<file path="config.mk">
export PLATFORM = sky130hd
export DESIGN_NAME = pipe_stage_skid
export DESIGN_NICKNAME = d
export VERILOG_FILES = /design/src/rtl/pipe_stage_skid.sv
export SDC_FILE = /design/constraint.sdc
export NUM_CORES = 1
export LEC_CHECK = 0
export BUFFER_PORTS_ARGS = -buffer_cell sky130_fd_sc_hd__buf_2
export CAP_MARGIN = 5
export CORE_AREA = 4 4 100 78
export CTS_BUF_LIST = sky130_fd_sc_hd__clkbuf_4 sky130_fd_sc_hd__clkbuf_8
export DETAILED_ROUTE_END_ITERATION = 8
export DIE_AREA = 0 0 104 82
export GPL_ROUTABILITY_DRIVEN = 0
export PLACE_DENSITY = 0.54
export SYNTH_ARGS = -nofsm -noshare
export SYNTH_HDL_FRONTEND = slang
export SYNTH_SLANG_ARGS = --single-unit
</file>
<file path="constraint.sdc">
create_clock -name clk -period 2.26 [get_ports clk]
set_input_delay 0.226 -clock clk [delete_from_list [all_inputs] [get_ports clk]]
set_output_delay 0.226 -clock clk [all_outputs]
set_load 0.05 [all_outputs]
</file>
<file path="src/rtl/pipe_stage_skid.sv">
// pipe_stage_skid: generic valid/ready stage register with a two-entry skid
// buffer for the LC-3b pipeline. in_ready is decoded from the state register
// alone, so no combinational ready path crosses the stage. Synchronous flush
// turns held entries into bubbles.
// Optional feature: define PIPE_STATS_EN to build a saturating back-pressure
// counter on stall_cnt; otherwise stall_cnt is tied to zero.
module pipe_stage_skid #(
  parameter int PAYLOAD_W = 16,
  parameter int STAT_W    = 16
) (
  input  logic                 clk,
  input  logic                 rst_n,
  input  logic                 in_valid,
  output logic                 in_ready,
  input  logic [PAYLOAD_W-1:0] in_data,
  output logic                 out_valid,
  input  logic                 out_ready,
  output logic [PAYLOAD_W-1:0] out_data,
  input  logic                 flush,
  output logic [1:0]           level,
  output logic [STAT_W-1:0]    stall_cnt
);

  // Encoding doubles as the occupancy count.
  typedef enum logic [1:0] {
    EMPTY = 2'd0,
    BUSY  = 2'd1,
    FULL  = 2'd2
  } state_t;

  state_t                 state_p1;
  state_t                 state_nxt;
  logic [PAYLOAD_W-1:0]   main_p1;
  logic [PAYLOAD_W-1:0]   skid_p1;
  logic                   in_fire;
  logic                   out_fire;
  logic                   load_main_in;
  logic                   load_main_skid;
  logic                   load_skid;

  assign in_ready  = (state_p1 != FULL);
  assign out_valid = (state_p1 != EMPTY);
  assign level     = state_p1;
  assign out_data  = main_p1;

  assign in_fire   = in_valid & in_ready;
  assign out_fire  = out_valid & out_ready;

  // Next-state and data-load decode; flush overrides everything and blocks
  // the capture of a payload offered in the same cycle.
  always_comb begin
    state_nxt      = state_p1;
    load_main_in   = 1'b0;
    load_main_skid = 1'b0;
    load_skid      = 1'b0;
    case (state_p1)
      EMPTY: begin
        if (in_fire) begin
          load_main_in = 1'b1;
          state_nxt    = BUSY;
        end
      end
      BUSY: begin
        if (in_fire && out_fire) begin
          load_main_in = 1'b1;
        end else if (in_fire) begin
          load_skid = 1'b1;
          state_nxt = FULL;
        end else if (out_fire) begin
          state_nxt = EMPTY;
        end
      end
      FULL: begin
        if (out_fire) begin
          load_main_skid = 1'b1;
          state_nxt      = BUSY;
        end
      end
      default: state_nxt = EMPTY;
    endcase
    if (flush) begin
      state_nxt      = EMPTY;
      load_main_in   = 1'b0;
      load_main_skid = 1'b0;
      load_skid      = 1'b0;
    end
  end

  // State register; reset drops all entries immediately.
  always_ff @(posedge clk or negedge rst_n) begin
    if (!rst_n) begin
      state_p1 <= EMPTY;
    end else begin
      state_p1 <= state_nxt;
    end
  end

  // Main and skid entries; out_data must read zero while in reset.
  always_ff @(posedge clk or negedge rst_n) begin
    if (!rst_n) begin
      main_p1 <= '0;
      skid_p1 <= '0;
    end else begin
      if (load_main_in) begin
        main_p1 <= in_data;
      end else if (load_main_skid) begin
        main_p1 <= skid_p1;
      end
      if (load_skid) begin
        skid_p1 <= in_data;
      end
    end
  end

`ifdef PIPE_STATS_EN
  logic [STAT_W-1:0] stall_p1;

  function automatic logic [STAT_W-1:0] sat_inc(input logic [STAT_W-1:0] v);
    return (&v) ? v : v + STAT_W'(1);
  endfunction

  // Count cycles where a valid payload is refused downstream; flush leaves it.
  always_ff @(posedge clk or negedge rst_n) begin
    if (!rst_n) begin
      stall_p1 <= '0;
    end else if (out_valid && !out_ready) begin
      stall_p1 <= sat_inc(stall_p1);
    end
  end

  assign stall_cnt = stall_p1;
`else
  assign stall_cnt = '0;
`endif

endmodule

</file>
==> results of run 1 <==
==> critical path, cell delays in order (launching register included) <==
cell       delay [ps]
dfrtp_1           480
nand4bb_1         740
nand2_1           240
o21ai_0           100
==> routing by layer <==
metal / track usage / part of all wire / vias to the layer above
li1: - / - / 554
met1: 0.126 / 0.49 / 560
met2: 0.144 / 0.45 / 26
met3: 0.0401 / 0.049 / 4
met4: 0.0279 / 0.011 / 0
met5: 0 / 0 / -
==> worst paths after layout <==
check	startpoint	end	slack [ps]	depth (start not counted)
worst max-delay path	level[1]	out_data[2]	560	3
worst min-delay path	rst_n	skid_p1[0]	10	1
worst max register to register	level[1]	out_data[2]	560	3
worst min register to register	skid_p1[7]	out_data[7]	480	2
max in group asynchronous	rst_n	skid_p1[9]	1760	1
min in group clk	in_data[1]	skid_p1[1]	190	2
==> sequential cells by signal (all words and copies together) (netlist names) <==
name and count:
level 2, skid_p1 16, out_data 16
==> cells by family (layout without fill, tap and decap cells) <==
kind of cell / Yosys count / count (layout)
multiplexers: 17 / 17
buffers and inverters: 27 / 53
flip-flops: 34 / 34
AND/OR/NAND/NOR: 27 / 27
other: 1 / 16
AO/OA/AOI/OAI: 34 / 34
==> cells in the mapped netlist <==
cell | instances | area, um2
dfrtp_1 | 34 | 851
a32oi_1 | 16 | 140
buf_4 | 16 | 120
nand2_1 | 16 | 60.1
o21ai_0 | 16 | 80.1
mux2_4 | 9 | 135
mux2_2 | 7 | 78.8
clkbuf_1 | 5 | 18.8
buf_2 | 3 | 15.0
nand2b_1 | 3 | 18.8
buf_6 | 2 | 22.5
or2_2 | 2 | 12.5
a31oi_1 | 1 | 6.26
buf_8 | 1 | 15.0
conb_1 | 1 | 3.75
mux2i_1 | 1 | 10.0
nand3b_1 | 1 | 7.51
nand4bb_1 | 1 | 11.3
nor3_2 | 1 | 10.0
nor3b_4 | 1 | 18.8
nor4bb_1 | 1 | 10.0
o31ai_1 | 1 | 7.51
or3_1 | 1 | 6.26
==> stage by stage <==
| stage | setup WS, ps | std cells |
|---|---|---|
| final | 557 | 265 |
| after global routing | 317 | 265 |
| after CTS | 549 | 265 |
| after detailed placement | 576 | 258 |
| after global placement | 645 | 258 |
| after floorplan | 408 | 155 |
==> area by class of cell <==
type                       count  area share
multi-input combinational     94       0.344
sequential                    34       0.425
timing repair buffer          46       0.122
tap                           84      0.0525
clock inverter                 1      0.0150
clock buffer                   6      0.0413
==> report_power, final <==
part           switching, mW  internal (mW)  total [mW]
combinational          0.352          0.169       0.521
clock                  0.216          0.353       0.568
sequential            0.0712          0.738       0.810
==> results.md, run 1 <==
* Status: finished clean
* Post-Syn Instances at 140
* Synth Warn # at 0
* Synth Register Bits at 34
* Worst Hold Slack at 12.4 ps
* Full die area at 8530 um2
* Hold Path Class: input pin to asynchronous set/reset pin
* Slew @ Worst Pin at 768 ps
* Area taken by multi-input logic gates at 688 um2
* Distinct cells, synth at 23
* GRT Total Usage at 0.0955
* CTS tree: yes
* Final setup fails at 0
* Power Density at 949 nW/um2
* Largest net degree at the start of global routing at 35
* Top Ports at 57
* Critical Path AT at 1840 ps
* Initial antenna violation count at 0
* Final nets at 202
* Sequential area share after synthesis at 0.513
* Post-CTS resize count at 0
* Placement Cell Area at 1890 um2
* Clock skew at 6.44 ps
* Simple-gate portion of the synthesized area at 0.0935
* Fmax at 587 MHz
* CP max FO at 16
* H-tree levels at 2
* Tcrit/Tclk final at 0.753
* # DRC at 0
* Starting Density at 0.245
* Vias at 1144
* Layout cells sized above 1 at 0.409
* Drt first pass iters at 4
* CTS Buf Count at 5
* Die Height at 82 um
* Setup Crit Path Kind: flip-flop to flip-flop
* Die Width at 104 um
* MaxCap Viol Count at 0
* Fin util at 0.296
* RSZ-0062 raised after global routing: no
* Sink Count at 34
* Count of pins over their slew limit at 0
* Minimum clock period at 1700 ps
* Mux cell area share after synthesis at 0.135
* IO buf count at 40
* First-pass GRT wire length at 6.21 mm
* Area grow syn2layout at 20.7%
* Clock transition at the registers of the reported paths at 70 ps
* Cts hold-fix bufs at 0
* Placement Rows at 26
* Commonest non-fill, non-tap cells in the layout: buf_2 (40), dfrtp_1 (34)
* WP data required at 2400 ps
* CP endpoint kind: flip-flop
* Number of DRC markers in iteration 0 at 61
* Startpoint types: flip-flop
* Synth Cell Area at 1660 um2
* Rel. slew slack at 0.485
* Endpoints failing hold at 0
* # diodes at 0
* Seq. cell area at 851 um2
* Number of global-route vias before repair at 1178
* Routed WL at 3.92 mm
* Routed Antenna Nets at 0
* Gr ovfl total at 0
* Setup TNS at 0 ps
* Post-route cell area at 2000 um2
* Core Area at 6770 um2
* Filler cells at 699
* Xor and xnor area share after synthesis at 0
* Leak at 0.961 nW
* Compound-Gate Fraction of Synth Area at 0.141
* Post-DP HPWL at 2.72 mm
* Tot Pwr at 1.90 mW
* Clock buffer depth at 2
* Total setup buffers inserted after CTS at 0
* Via density at 4.32
* WL/cell at 14.8 um
* Largest family of logic cells by synthesized area: compound AO/OA/AOI/OAI gates
* CTS Root Cell: clkbuf_8
* Avg Cell Area, Syn at 11.9 um2
* Most common cell after layout, fill and taps aside: buf_2
* VDD IR max at 0.280 mV
* Clk Latency, worst-skew pair at 280 ps
* Synth Area in Adders at 0
Note: power is estimated with default switching activity, not from simulation.
==> run 2: changes to the inputs <==
PLACE_DENSITY = 0.55   (was 0.54)
clock period = 1.36 ns   (was 2.26 ns; I/O delays follow)
==> results.md, run 2 (synthesized netlist as in run 1, its figures left out) <==
* Leak at 1.04 nW
* # DRC at 0
* Number of global-route vias before repair at 1292
* Worst flop-to-flop path startpoint: level[1]
* Core Area at 6770 um2
* Final setup fails at 17
* Power Density at 1450 nW/um2
* Critical path's largest stage delay at 410 ps
* CTS Root Cell: clkbuf_8
* Violated checks: setup timing
* M1 GR Usage at 0.130
* Setup WS post-layout at -70.1 ps
* Sink Count at 34
* Largest delay contributor family on the critical path: flip-flops
* RSZ-0062 raised after global routing: yes
* Initial antenna violation count at 0
* Met2 Use GR at 0.155
* Clock transition at the registers of the reported paths at 70 ps
* WP data required at 1520 ps
* Critical Path AT at 1590 ps
* Endpoints failing hold at 0
* Final nets at 210
* Worst Hold Depth at 2
* # diodes at 0
* Starting Density at 0.245
* IO buf count at 40
* WP buf/inv at 2
* Count of pins over their slew limit at 0
* Area grow syn2layout at 31.1%
* Post-DP HPWL at 2.94 mm
* Gr busiest metal: met2
* Grt met3 use at 0.0377
* Clk Latency, worst-skew pair at 280 ps
* First-pass GRT wire length at 6.67 mm
* GRT Total Usage at 0.101
* Routed WL at 4.08 mm
* Reg2Reg Depth at 5
* WL/cell at 14.9 um
* CTS Buf Count at 5
* Commonest non-fill, non-tap cells in the layout: buf_2 (38), dfrtp_1 (32), nand2_1 (16), conb_1 (16), o21ai_1 (14)
* Crit-path slowest cell: dfrtp_2
* Top Ports at 57
* Worst reg2reg setup slack at -70 ps
* Via density at 4.42
* Largest net degree at the start of global routing at 19
* Setup Crit Path Kind: flip-flop to flip-flop
* Routed Antenna Nets at 0
* Non-Filler Instances at 274
* Status: finished, violations left
* Tot Pwr at 3.16 mW
* Placed cell count at 263
* Layout cells sized above 1 at 0.474
* Hold Path Class: input pin to flip-flop
* Hold Path End: level[1]
* VDD IR max at 0.434 mV
* Startpoint types: flip-flop
* Most common cell after layout, fill and taps aside: buf_2
* Min-delay src: out_ready
* Fmax at 699 MHz
* Placement Rows at 26
* Critical Path, Cell by Cell: buf_6, nor3b_4, nand2b_1, buf_12, mux2_4
* CTS tree: yes
* Die Width at 104 um
* Number of DRC markers in iteration 0 at 45
* CP endpoint kind: flip-flop
* MaxCap Viol Count at 0
* Die Height at 82 um
* Drt first pass iters at 4
* Vias at 1210
* Tcrit/Tclk final at 1.05
* Minimum clock period at 1430 ps
* Full die area at 8530 um2
* RR Endpoint: skid_p1[12]
* Clock skew at 7.57 ps
* H-tree levels at 2
* Fin util at 0.322
* Clock buffer depth at 2
* Gr ovfl total at 0
* CP max FO at 17
[run 2: cell types whose count changed in the layout (fill, tap and decap cells not counted), sizes merged]
cell and delta:
bufinv -1, buf +7, dlygate4sd3 +1, clkbuf +2
[run 2: final cells by class]
type	instances	area (um2)
multi-input combinational	94	736
fill	707	4590
clock buffer	8	110
sequential	34	853
timing repair buffer	54	372
tap	84	105
[run 2: repair_timing]
action                     4_1_cts  5_1_grt
gates cloned                     0        0
pin swaps                        0        0
setup endpoints to repair        2       33
hold endpoints to repair        17        0
hold buffers                     1        0
buffers inserted                 1        1
resized for setup                7       25
[run 2: metrics by stage]
stage	hold WS, ps	worst slack, ps	area (um2)	TNS (ps)
3_5_place_dp	104	42.3	1950	0
2_1_floorplan	-160	-378	1720	-6580
4_1_cts	96.3	-60.1	2100	-675
3_3_place_gp	108	56.2	1950	0
5_1_grt	88.5	-127	2180	-1940
6_report	104	-70.1	2180	-808
[run 2: report_power, final]
| part | internal (mW) | total [mW] | leakage, nW | switching [mW] |
|---|---|---|---|---|
| logic | 0.327 | 0.940 | 0.559 | 0.612 |
| clock network | 0.511 | 0.867 | 0.0575 | 0.356 |
| registers | 1.23 | 1.35 | 0.423 | 0.125 |
| total | 2.07 | 3.16 | 1.04 | 1.09 |
[run 2: worst max path at each step]
stage                  start     endpoint  cells past startpoint
CTS                 level[1]   skid_p1[5]                      5
finish              level[1]  skid_p1[12]                      5
global route        level[1]   skid_p1[5]                      5
detailed placement  level[1]  skid_p1[12]                      4
global placement    level[1]  out_data[8]                      5
floorplan           level[1]   skid_p1[0]                      6
[run 2: layer usage]
layer,share of wire,wire length (um)
met1,0.49,1980
met3,0.044,181
met4,0.0071,29
met5,0,0
met2,0.46,1890
==> run 3: changes to the inputs <==
SKIP_LAST_GASP = 1   (was unset)
==> results.md, run 3 (synthesized netlist as in run 1, its figures left out) <==
* Startpoint types: flip-flop
* Final nets at 211
* VDD IR max at 0.385 mV
* IO buf count at 40
* Minimum clock period at 1440 ps
* Setup WS post-layout at -75.6 ps
* Critical Path AT at 1600 ps
* Filler cells at 702
* # diodes at 0
* Post-route cell area at 2160 um2
* MaxCap Viol Count at 0
* Routed WL at 4.16 mm
* Core Area at 6770 um2
* CP max FO at 9
* Fmax at 697 MHz
* Combinational Power Share at 0.295
* Layout cells sized above 1 at 0.455
* Top Ports at 57
* H-tree levels at 2
* Final setup fails at 17
* Clk Latency, worst-skew pair at 280 ps
* Worst Hold Slack at 102 ps
* CTS tree: yes
* CP endpoint kind: flip-flop
* Endpoints failing hold at 0
* Routed Antenna Nets at 0
* Via density at 4.51
* Clock power share at 0.276
* Violated checks: setup timing
* Setup TNS at -998 ps
* Placement Cell Area at 1950 um2
* Most common cell after layout, fill and taps aside: buf_2
* Hold Path Class: input pin to flip-flop
* Area grow syn2layout at 30.2%
* Post-DP HPWL at 2.94 mm
* Net Sw Frac at 0.343
* Power Density at 1450 nW/um2
* WL/cell at 15.1 um
* GRT Total Usage at 0.101
* Clock transition at the registers of the reported paths at 70 ps
* Sequential Power Share at 0.429
* Initial antenna violation count at 0
* Drt first pass iters at 4
* Leak at 1.05 nW
* Die Height at 82 um
* Status: finished, violations left
* Placement Rows at 26
* Full die area at 8530 um2
* Switching pwr at 1.08 mW
* Clock skew at 5.43 ps
* CTS Buf Count at 5
* Internal power at 2.06 mW
* Largest net degree at the start of global routing at 19
* Die Width at 104 um
* Number of global-route vias before repair at 1291
* Starting Density at 0.245
* RSZ-0062 raised after global routing: yes
* Gr ovfl total at 0
* Sink Count at 34
* Vias at 1240
* Count of pins over their slew limit at 0
* WP data required at 1530 ps
* Number of DRC markers in iteration 0 at 45
* Clock buffer depth at 2
* Commonest non-fill, non-tap cells in the layout: buf_2 (38), dfrtp_1 (32)
* First-pass GRT wire length at 6.67 mm
* Tcrit/Tclk final at 1.06
* CTS Root Cell: clkbuf_8
* # DRC at 0
* Setup Crit Path Kind: flip-flop to flip-flop
run 3: cell types whose count changed in the layout (fill, tap and decap cells not counted), sizes merged:
cell / change
clkbuf: +1
run 3: worst paths after layout:
path                            start     endpoint  slack, ps  cells past startpoint
max                          level[1]  skid_p1[12]        -80                      5
min reg2reg                skid_p1[7]  out_data[7]        490                      2
max in group asynchronous       rst_n     level[0]        580                      3
max reg2reg                  level[1]  skid_p1[12]        -80                      5
min in group asynchronous       rst_n  skid_p1[11]        330                      2
min                        in_data[2]   skid_p1[2]        100                      2
run 3: final cells by class:
type	instances	area, um2	share of cell area
well taps	84	105	0.0487
multi-input cells	94	709	0.329
repair buffers	55	382	0.177
clock buffers	8	110	0.0510
flip-flops and latches	34	853	0.395
run 3: routing by layer:
metal / vias up / global-route usage / wire length, um
met5: - / 0 / 0
met4: 0 / 0.0372 / 53
met3: 7 / 0.0377 / 204
met2: 30 / 0.155 / 1880
met1: 623 / 0.130 / 2020
li1: 580 / - / -
run 3: metrics by stage:
step	total power [mW]	util	worst slack, ps	std cells
floorplan	2.05	-	-378	155
global placement	2.25	0.289	56.2	263
detailed placement	2.26	0.289	42.3	263
CTS	3.16	0.310	-74.2	273
global route	3.32	0.319	-132	275
finish	3.14	0.319	-75.6	275
run 3: critical path, stage by stage, from the launching register on:
cell	delay, ps
dfrtp_2	410
buf_6	120
nor3b_4	220
nand2b_4	110
buf_12	160
mux2_4	290
run 3: what timing repair did:
action	4_1_cts	5_1_grt
hold endpoints to repair	17	0
gates resized for setup	6	5
setup endpoints to repair	2	28
buffers inserted	1	1
hold buffers	1	0
cloned	0	1
run 3: power by group through the flow:
| stage | registers [mW] | clock network (mW) | logic, mW |
|---|---|---|---|
| CTS | 1.34 | 0.892 | 0.920 |
| global route | 1.37 | 0.956 | 0.986 |
| detailed placement | 1.36 | 0 | 0.906 |
| floorplan | 1.62 | 0 | 0.429 |
| finish | 1.34 | 0.867 | 0.926 |
| global placement | 1.36 | 0 | 0.892 |
